$ cat src/rtl/mux_16to1.sv
`default_nettype none
// ============================================================================
// Module      : mux_16to1
// Description : 16:1 single-bit multiplexer. The combinational output f is
//               w[s16]. A registered copy f_q/out_valid is provided for
//               pipelined consumers. Define MUX_ONEHOT_SEL_EN to add a
//               registered one-hot copy of the select (sel_onehot).
// Revision    : 1.0 - initial release
// ============================================================================
module mux_16to1 #(
    parameter int   N_IN    = 16,
    parameter int   SEL_W   = 4,
    parameter logic RST_VAL = 1'b0
) (
    input  logic [0:N_IN-1]  w,
    input  logic [SEL_W-1:0] s16,
    output logic             f,
    input  logic             clk,
    input  logic             rst,
    input  logic             in_valid,
    output logic             f_q,
    output logic             out_valid
`ifdef MUX_ONEHOT_SEL_EN
    ,
    output logic [N_IN-1:0]  sel_onehot
`endif
);

    // Ascending range on w: s16 == 0 picks the literal MSB. A plain indexed
    // select keeps X on the select visible as X on f in simulation.
    assign f = w[s16];

    always_ff @(posedge clk or posedge rst) begin
        if (rst) begin
            f_q       <= RST_VAL;
            out_valid <= 1'b0;
        end else begin
            out_valid <= in_valid;
            if (in_valid) begin
                f_q <= f;
            end
        end
    end

`ifdef MUX_ONEHOT_SEL_EN
    localparam logic [N_IN-1:0] c_onehot_base = N_IN'(1);

    always_ff @(posedge clk or posedge rst) begin
        if (rst) begin
            sel_onehot <= '0;
        end else if (in_valid) begin
            sel_onehot <= c_onehot_base << s16;
        end
    end
`endif

endmodule
`default_nettype wire

$ cat config.mk
export PLATFORM = sky130hd
export DESIGN_NAME = mux_16to1
export DESIGN_NICKNAME = d
export VERILOG_FILES = /design/src/rtl/mux_16to1.sv
export SDC_FILE = /design/constraint.sdc
export NUM_CORES = 1
export LEC_CHECK = 0
export ABC_AREA = 0
export BUFFER_PORTS_ARGS = -buffer_cell sky130_fd_sc_hd__buf_2
export CORE_AREA = 5 5 42 44
export DETAILED_ROUTE_END_ITERATION = 6
export DIE_AREA = 0 0 47 49
export SKIP_CTS_REPAIR_TIMING = 1
export SLEW_MARGIN = 20
export SYNTH_ARGS = -nofsm -noshare
export SYNTH_HDL_FRONTEND = slang
export SYNTH_SLANG_ARGS = --single-unit
$ cat constraint.sdc
create_clock -name clk -period 2.25 [get_ports clk]
set_clock_uncertainty 0.1 [all_clocks]
set_input_delay 0.45 -clock clk [delete_from_list [all_inputs] [get_ports clk]]
set_output_delay 0.45 -clock clk [all_outputs]
set_load 0.1 [all_outputs]
==> impl_results.md, run 1 <==
* Layout cell share with drive strength beyond 1 at 0.792
* CP required at 1700 ps
* Worst path arrival time at 1630 ps
* MaxCap Viol Count at 0
* Pre-CTS setup slack at -231 ps
* CP top delay family: multiplexers
* CTS Buf Count at 3
* Seq pwr share at 0.166
* Multiplexer area fraction after synthesis at 0.503
* Top post-synthesis cells by area: dfrtp_1 (23%), mux4_2 (20%), mux2i_1 (18%), mux4_1 (12%), a211oi_2 (5.6%)
* Synth Area per Inst at 13.0 sq um
* Total negative slack at 0 ps
* Slowest cell delay on critical path at 530 ps
* Least-Margin Pin Slew at slightly below 500 ps
* Worst-skew pair later-pin latency at 220 ps
* Final setup viols at 0
* Largest area contributor in the netlist: dfrtp_1
* H-Tree Depth at 1
* Fin crit share at 0.971
* Initial DRT Pass Iterations at 1
* Adder-cell share of the synthesized area at 0
* Largest family of logic cells by synthesized area: multiplexers
* Ant. Diodes at 0
* Top cell type's share of synthesized area at 0.226
* Sink Count at 2
* Clock power share at 0.315
* CTS tree: yes
* Top cells by count, synth: mux2i_1 (4), dfrtp_1 (2), mux4_2 (2)
* First-pass GRT wire length at 1.14 mm
* Largest net degree at the start of global routing at 7
* Cells after synthesis at 17
* Drt initial violations at 0
* Flip-flop and latch area at 50.0 sq um
* Cells along the critical path: buf_2 > mux4_2 > a211oi_4 > a21oi_4 > buf_12
* Fmax at around 460 MHz
* Post-synthesis xor/xnor area fraction at 0
* Routed vias/inst at 4.20
* Pleak at 0.231 nW
* IO Port Bufs at 25
* Area delta synth->final at 107%
* EDFF count, synth at 0
* Pins Over Slew Limit at 0
* Initial Util at 0.158
* Routability Congestion at 0.684
* Core area at around 1400 sq um
* Die width at 47 microns
* Cell area power density at 542 nW/um^2
* Critical path class: input pin to primary output
* # rows at 14
* Crit path max fanout at 3
* Endpoint class of the critical path: primary output
* Vias in the first global route at 304
* Multi-input logic area at roughly 180 sq um
* Buf/Inv on CP at 2
* DR WL/cell at 10.7 microns
* Total routed wirelength at about 700 microns
* Sw frac at 0.380
* Grt ovf at 0
* Via count at 269
* #FFs+latches synth at 2
* Initial antenna violation count at 0
* RSZ-0062 raised after global routing: false
* Total GRT Usage at 0.0712
* Synth Area in Simple Gates at 0.0452
* Slew headroom at 0.678
* DR DRC count at 0
* Ys flop type: dfrtp_1
* NetSw at 94.2 uW
* Die area at 2300 sq um
* Fillcell total at 152
* Yosys warning total at 0
* IO Pins at 26
* Final hold vios at 0
* CP Launch Type: input pin
* Die height at 49 microns
* Worst path slowest cell: mux4_2
* Int Pwr at between 150 and 200 uW
* Clk root buf: clkbuf_4
* Post-synthesis cell type count at 12
* Mapped Area at between 200 and 250 sq um
* Peak VDD IR at 0.203 mV
* Final min period at 2180 ps
* Syn Nets at 40
* Compound-Gate Fraction of Synth Area at 0.158
* FFs w/ async S/R, synth at 1.00
* Cell with the most instances after synthesis: mux2i_1
* Final nets at 73
* Seq/Total Area, Yosys at 0.226
* Post-route setup slack at ~66 ps
* HP Class: input pin to register
* Max Root-Sink Buffers at 2
* Outcome: finished, final reports clean
* Antenna viol nets, final at 0
* Clock slew at reported path FFs at around 30 ps
* Logic pwr share at 0.518
[routing by layer]
layer / wire length (microns) / vias up / GRT usage
li1: - / 130 / -
met1: 241 / 111 / 0.0661
met2: 289 / 26 / 0.0973
met4: 7 / 0 / 0.0829
met5: 0 / - / 0
met3: 146 / 2 / 0.0369
[metrics by stage]
step	power, mW	instances	cell area [sq um]	hold slack, ps	utilization
after floorplan	0.119	17	236	91.2	-
after global placement	0.151	59	382	197	0.272
after detailed placement	0.152	59	382	202	0.272
after CTS	0.236	62	404	-40.6	0.288
after global routing	0.268	64	458	284	0.327
final	0.248	64	458	290	0.327
[sequential cells by signal, indices dropped and copies added (netlist names)]
signal / count
out_valid: 1
f_q: 1
[power by group through the flow]
stage               logic (mW)  registers [mW]  clock network (mW)
CTS                      0.110          0.0414              0.0845
global route             0.136          0.0418              0.0897
finish                   0.129          0.0413              0.0783
detailed placement       0.110          0.0418                   0
floorplan               0.0507          0.0687                   0
global placement         0.109          0.0417                   0
[logic make-up after synthesis]
kind of cell,after synthesis
compound gates,4
buf+inv,2
flops,2
mux,7
simple gates,2
[area by class of cell]
type                    instances  share of cell area
clock buffers                   3              0.0492
inverters                       1             0.00820
multi-input cells              13               0.391
flip-flops and latches          2               0.109
well taps                      16              0.0437
repair buffers                 29               0.399
[worst paths after layout]
kind                          start   endpoint  cells past startpoint  slack, ps
setup / recovery             s16[1]          f                      5         70
hold / removal             in_valid  out_valid                      1        290
setup reg to reg                f_q        f_q                      3       1370
hold reg to reg                 f_q        f_q                      3        580
max in group asynchronous       rst        f_q                      3       1420
min in group asynchronous       rst  out_valid                      3        520
[layout by cell type, fill, tap and decap left out]
cell           Yosys  final
clkbuf_4           0      3
a31oi_1            1      1
buf_2              0     23
inv_1              1      1
nor2b_4            0      1
mux2i_1            4      4
buf_12             0      1
mux4_2             2      3
dfrtp_1            2      2
a211oi_4           0      1
a21oi_4            0      1
buf_4              0      3
a21boi_2           1      1
nor2_1             1      1
dlygate4sd3_1      0      1
buf_8              0      1
No activity file was read; power rests on OpenSTA's default activity.
==> run 2, diff against run 1 <==
--- a/config.mk
+++ b/config.mk
@@ -6,10 +6,10 @@
 export NUM_CORES = 1
 export LEC_CHECK = 0
 export ABC_AREA = 0
-export BUFFER_PORTS_ARGS = -buffer_cell sky130_fd_sc_hd__buf_2
 export CORE_AREA = 5 5 42 44
 export DETAILED_ROUTE_END_ITERATION = 6
 export DIE_AREA = 0 0 47 49
+export DONT_BUFFER_PORTS = 1
 export SKIP_CTS_REPAIR_TIMING = 1
 export SLEW_MARGIN = 20
 export SYNTH_ARGS = -nofsm -noshare
==> impl_results.md, run 2 (synthesis gave the netlist of run 1 again) <==
* Initial DRT Pass Iterations at 2 (+1)
* Final setup viols at 0 (unchanged)
* Non-filler cells, final at 40 (-38%)
* Cells along the critical path: mux4_2 > nor2b_1 > a211oi_2 > a21oi_4 > buf_12
* Commonest non-fill, non-tap cell in the layout: mux2i_1
* DR WL/cell at 17.5 microns (+64%)
* Die area at 2300 sq um (unchanged)
* Crit path max fanout at 6 (+3)
* RSZ-0062 raised after global routing: false
* Grt ovf at 0 (unchanged)
* Area delta synth->final at 42.9%
* Final min period at 2160 ps (-21.8 ps)
* Slew headroom at 0.801 (+0.122)
* # rows at 14 (unchanged)
* Top Registers: f_q (1), out_valid (1)
* Routability Congestion at 0.742 (+8.4%)
* Dpl cell area at 284 sq um (-26%)
* Least-Margin Pin Slew at 298 ps (-188 ps)
* CTS tree: yes
* Post-route cell area at 317 sq um (-31%)
* Total GRT Usage at 0.0713 (+0.000151)
* Clk root buf: clkbuf_4
* Core area at 1400 sq um (unchanged)
* Final nets at 49 (-33%)
* Worst-skew pair later-pin latency at 220 ps (about the same)
* First-pass GRT wire length at 1.10 mm (-3.0%)
* Drt initial violations at 1 (+1)
* Logic pwr share at 0.452 (-0.066)
* Clock slew at reported path FFs at 30 ps (about the same)
* Max Root-Sink Buffers at 2 (unchanged)
* Vias in the first global route at 272 (-11%)
* HP Class: input pin to register
* Outcome: finished, final reports clean
* Endpoint class of the critical path: primary output
* Initial antenna violation count at 0 (unchanged)
* Worst path arrival time at 1610 ps (-20 ps)
* Clock power share at 0.359 (+0.044)
* Worst Hold Slack at 157 ps (-133 ps)
* Routed vias/inst at 4.80 (+14%)
* MaxCap Viol Count at 0 (unchanged)
* H-Tree Depth at 1 (unchanged)
* Sw frac at 0.373 (-0.00686)
* Pins Over Slew Limit at 0 (unchanged)
* Seq pwr share at 0.189 (+0.023)
* Slowest cell delay on critical path at 460 ps (-70 ps)
* CP Launch Type: input pin
* Most frequent cells in the layout: mux2i_1 (4), clkbuf_4 (3), buf_4 (3)
* CP required at 1700 ps (about the same)
* NetSw at 80.6 uW (-14%)
* IO Port Bufs at 0 (-100%)
* Int Pwr at 136 uW (-12%)
* Worst path slowest cell: mux4_2
* CTS Buf Count at 3 (unchanged)
* DR DRC count at 0 (unchanged)
* Final hold vios at 0 (unchanged)
* Ant. Diodes at 0 (unchanged)
* Peak VDD IR at 0.148 mV (-27%)
* Critical path class: input pin to primary output
* Cell area power density at 683 nW/um^2 (+26%)
* Via count at 192 (-29%)
* Die width at 47 microns (unchanged)
* Initial Util at 0.158 (unchanged)
* IO Pins at 26 (unchanged)
* Antenna viol nets, final at 0 (unchanged)
* Pleak at 0.131 nW (-43%)
* Largest net degree at the start of global routing at 7 (unchanged)
* Fin crit share at 0.961 (-0.00971)
* Die height at 49 microns (unchanged)
* Total routed wirelength at 701 microns (+2.6%)
* Layout cell share with drive strength beyond 1 at 0.500 (-0.292)
* Fmax at 462 MHz (+1.0%)
* Sink Count at 2 (unchanged)
* Placed Cells at 36 (-39%)
-- run 2: cell types whose count changed in the layout (fill, tap and decap cells not counted), sizes merged --
cell	change
buf	-24
-- run 2: critical path, delay by kind of cell --
family,cells,cell delay [ps]
compound gates,2,370
buf+inv,1,170
mux,1,460
simple gates,1,160
-- run 2: per-layer routing --
layer,part of all wire,global-route usage,up-vias
li1,-,-,85
met1,0.31,0.0532,81
met2,0.45,0.0995,26
met3,0.23,0.0775,0
met4,0,0.0553,0
met5,0,0,-
-- run 2: power by group through the flow --
stage               Combinational [mW]  Sequential (mW)  Clock [mW]
floorplan                       0.0507           0.0687           0
global placement                0.0965           0.0413           0
detailed placement              0.0977           0.0411           0
CTS                             0.0978           0.0407      0.0849
global route                     0.102           0.0413      0.0911
finish                          0.0977           0.0408      0.0777
-- run 2: cell type report --
class                      count  area (sq um)
fill                         166          1080
multi-input combinational     13           168
timing repair buffer           5          52.6
sequential                     2          50.0
clock buffer                   3          22.5
tap                           16          20.0
inverter                       1          3.75
-- run 2: final timing paths --
check | start | to | slack [ps] | cells past startpoint
setup / recovery | s16[2] | f | 90 | 5
hold / removal | in_valid | out_valid | 160 | 0
setup reg to reg | f_q | f_q | 1090 | 4
hold reg to reg | f_q | f_q | 840 | 4
max in group asynchronous | rst | f_q | 1520 | 2
min in group asynchronous | rst | out_valid | 420 | 2
-- run 2: metrics by stage --
stage / power (mW) / util / TNS (ps) / worst slack (ps)
6_report: 0.216 / 0.226 / 0 / 87.7
3_5_place_dp: 0.139 / 0.203 / 0 / 78.8
4_1_cts: 0.223 / 0.219 / 0 / 75.1
3_3_place_gp: 0.138 / 0.203 / 0 / 120
5_1_grt: 0.235 / 0.226 / 0 / 57.5
2_1_floorplan: 0.119 / - / -52.5 / -52.5
==> run 3, diff against run 2 <==
--- a/config.mk
+++ b/config.mk
@@ -10,6 +10,7 @@
 export DETAILED_ROUTE_END_ITERATION = 6
 export DIE_AREA = 0 0 47 49
 export DONT_BUFFER_PORTS = 1
+export GPL_TIMING_DRIVEN = 0
 export SKIP_CTS_REPAIR_TIMING = 1
 export SLEW_MARGIN = 20
 export SYNTH_ARGS = -nofsm -noshare
==> impl_results.md, run 3 (synthesis gave the netlist of run 1 again) <==
* CP Launch Type: input pin
* Fmax at 425 MHz (-8.0%)
* Final nets at 46 (-6.1%)
* Worst Hold Slack at 159 ps (+2.02 ps)
* CP required at 1700 ps (about the same)
* Die area at 2300 sq um (unchanged)
* Total routed wirelength at 665 microns (-5.1%)
* Initial DRT Pass Iterations at 1 (-1)
* Pleak at 0.115 nW (-13%)
* Failing checks: setup timing
* Final hold vios at 0 (unchanged)
* Largest net degree at the start of global routing at 7 (unchanged)
* Outcome: complete, but fails checks
* Critical path class: input pin to primary output
* First-pass GRT wire length at 972 microns (-12%)
* Initial antenna violation count at 0 (unchanged)
* Sink Count at 2 (unchanged)
* Total GRT Usage at 0.0614 (-0.00993)
* Fillcell total at 165 (-0.60%)
* Utilization after layout at 0.206 (-0.0196)
* # rows at 14 (unchanged)
* Antenna viol nets, final at 0 (unchanged)
* Worst-skew pair later-pin latency at 220 ps (about the same)
* Clk root buf: clkbuf_4
* Final min period at 2350 ps (+188 ps)
* Commonest non-fill, non-tap cell in the layout: mux2i_1
* IO Port Bufs at 0 (unchanged)
* Slew headroom at 0.394 (-0.407)
* RSZ-0062 raised after global routing: true
* Buf/Inv on CP at 1 (unchanged)
* CTS tree: yes
* H-Tree Depth at 1 (unchanged)
* Fin crit share at 1.04 (+0.0836)
* Top Registers: f_q (1), out_valid (1)
* CP top delay family: multiplexers
* Pins Over Slew Limit at 0 (unchanged)
* Least-Margin Pin Slew at 908 ps (+610 ps)
* HP Class: input pin to register
* Clock slew at reported path FFs at 30 ps (about the same)
* Crit path max fanout at 6 (unchanged)
* Cells along the critical path: buf_8 > mux2i_1 > mux4_2 > a21oi_4
* Final setup viols at 1 (+1)
* Core area at 1400 sq um (unchanged)
* Layout cell share with drive strength beyond 1 at 0.429 (-0.0714)
* Via count at 184 (-4.2%)
* CTS Buf Count at 3 (unchanged)
* Cell area power density at 700 nW/um^2 (+2.5%)
* Die height at 49 microns (unchanged)
* Endpoint class of the critical path: primary output
* Routability Congestion at 0.751 (+1.3%)
* Total negative slack at -100 ps (-100 ps)
* MaxCap Viol Count at 0 (unchanged)
* Drt initial violations at 0 (-1)
* Die width at 47 microns (unchanged)
* Worst path slowest cell: a21oi_4
* Grt ovf at 0 (unchanged)
* Post-route setup slack at -100 ps (-188 ps)
* Most frequent cells in the layout: mux2i_1 (4), clkbuf_4 (3), mux4_2 (2), dfrtp_1 (2)
* DR WL/cell at 18.0 microns (+2.6%)
* Peak VDD IR at 0.130 mV (-12%)
* Area delta synth->final at 30.5%
* Ant. Diodes at 0 (unchanged)
* Slowest cell delay on critical path at 600 ps (+140 ps)
* Initial Util at 0.158 (unchanged)
* DR DRC count at 0 (unchanged)
* IO Pins at 26 (unchanged)
* Worst path arrival time at 1800 ps (+190 ps)
* Pre-CTS setup slack at -111 ps (-190 ps)
* Routed vias/inst at 4.97 (+3.6%)
* Max Root-Sink Buffers at 2 (unchanged)
* Vias in the first global route at 257 (-5.5%)
## run 3: cell types whose count changed in the layout (fill, tap and decap cells not counted), sizes merged
| cell | change |
|---|---|
| buf | -3 |
## run 3: layer usage
metal  track usage  vias to the layer above  routed length, microns
met5             0                        -                       0
met4        0.0553                        0                       0
met3        0.0406                        0                     153
met2        0.0928                       26                     294
met1        0.0509                       81                     216
li1              -                       77                       -
## run 3: area by class of cell
type / count / area, sq um / share of cell area
multi-input cells: 13 / 168 / 0.580
inverters: 1 / 3.75 / 0.0130
repair buffers: 1 / 10.0 / 0.0346
flip-flops and latches: 2 / 50.0 / 0.173
clock buffers: 3 / 22.5 / 0.0779
plain buffers: 1 / 15.0 / 0.0519
well taps: 16 / 20.0 / 0.0693
## run 3: path summary, 6_finish.rpt
check,from,to,slack [ps],cells past startpoint
max in group asynchronous,rst,out_valid,1520,2
hold / removal,in_valid,out_valid,160,0
hold reg to reg,f_q,f_q,1080,3
setup reg to reg,f_q,f_q,710,3
min in group asynchronous,rst,f_q,420,2
setup / recovery,s16[2],f,-100,4
## run 3: through the flow
stage               power (mW)  cell area [sq um]  cells
global route             0.214                289     37
detailed placement       0.125                256     33
floorplan                0.119                236     17
finish                   0.202                289     37
global placement         0.123                256     33
CTS                      0.206                279     36
## run 3: report_power, final
group          internal [mW]  leakage [nW]  switching, mW  total (mW)
logic                 0.0243        0.0782         0.0312      0.0554
registers             0.0393        0.0228         0.0299      0.0692
clock network         0.0587        0.0138         0.0190      0.0778
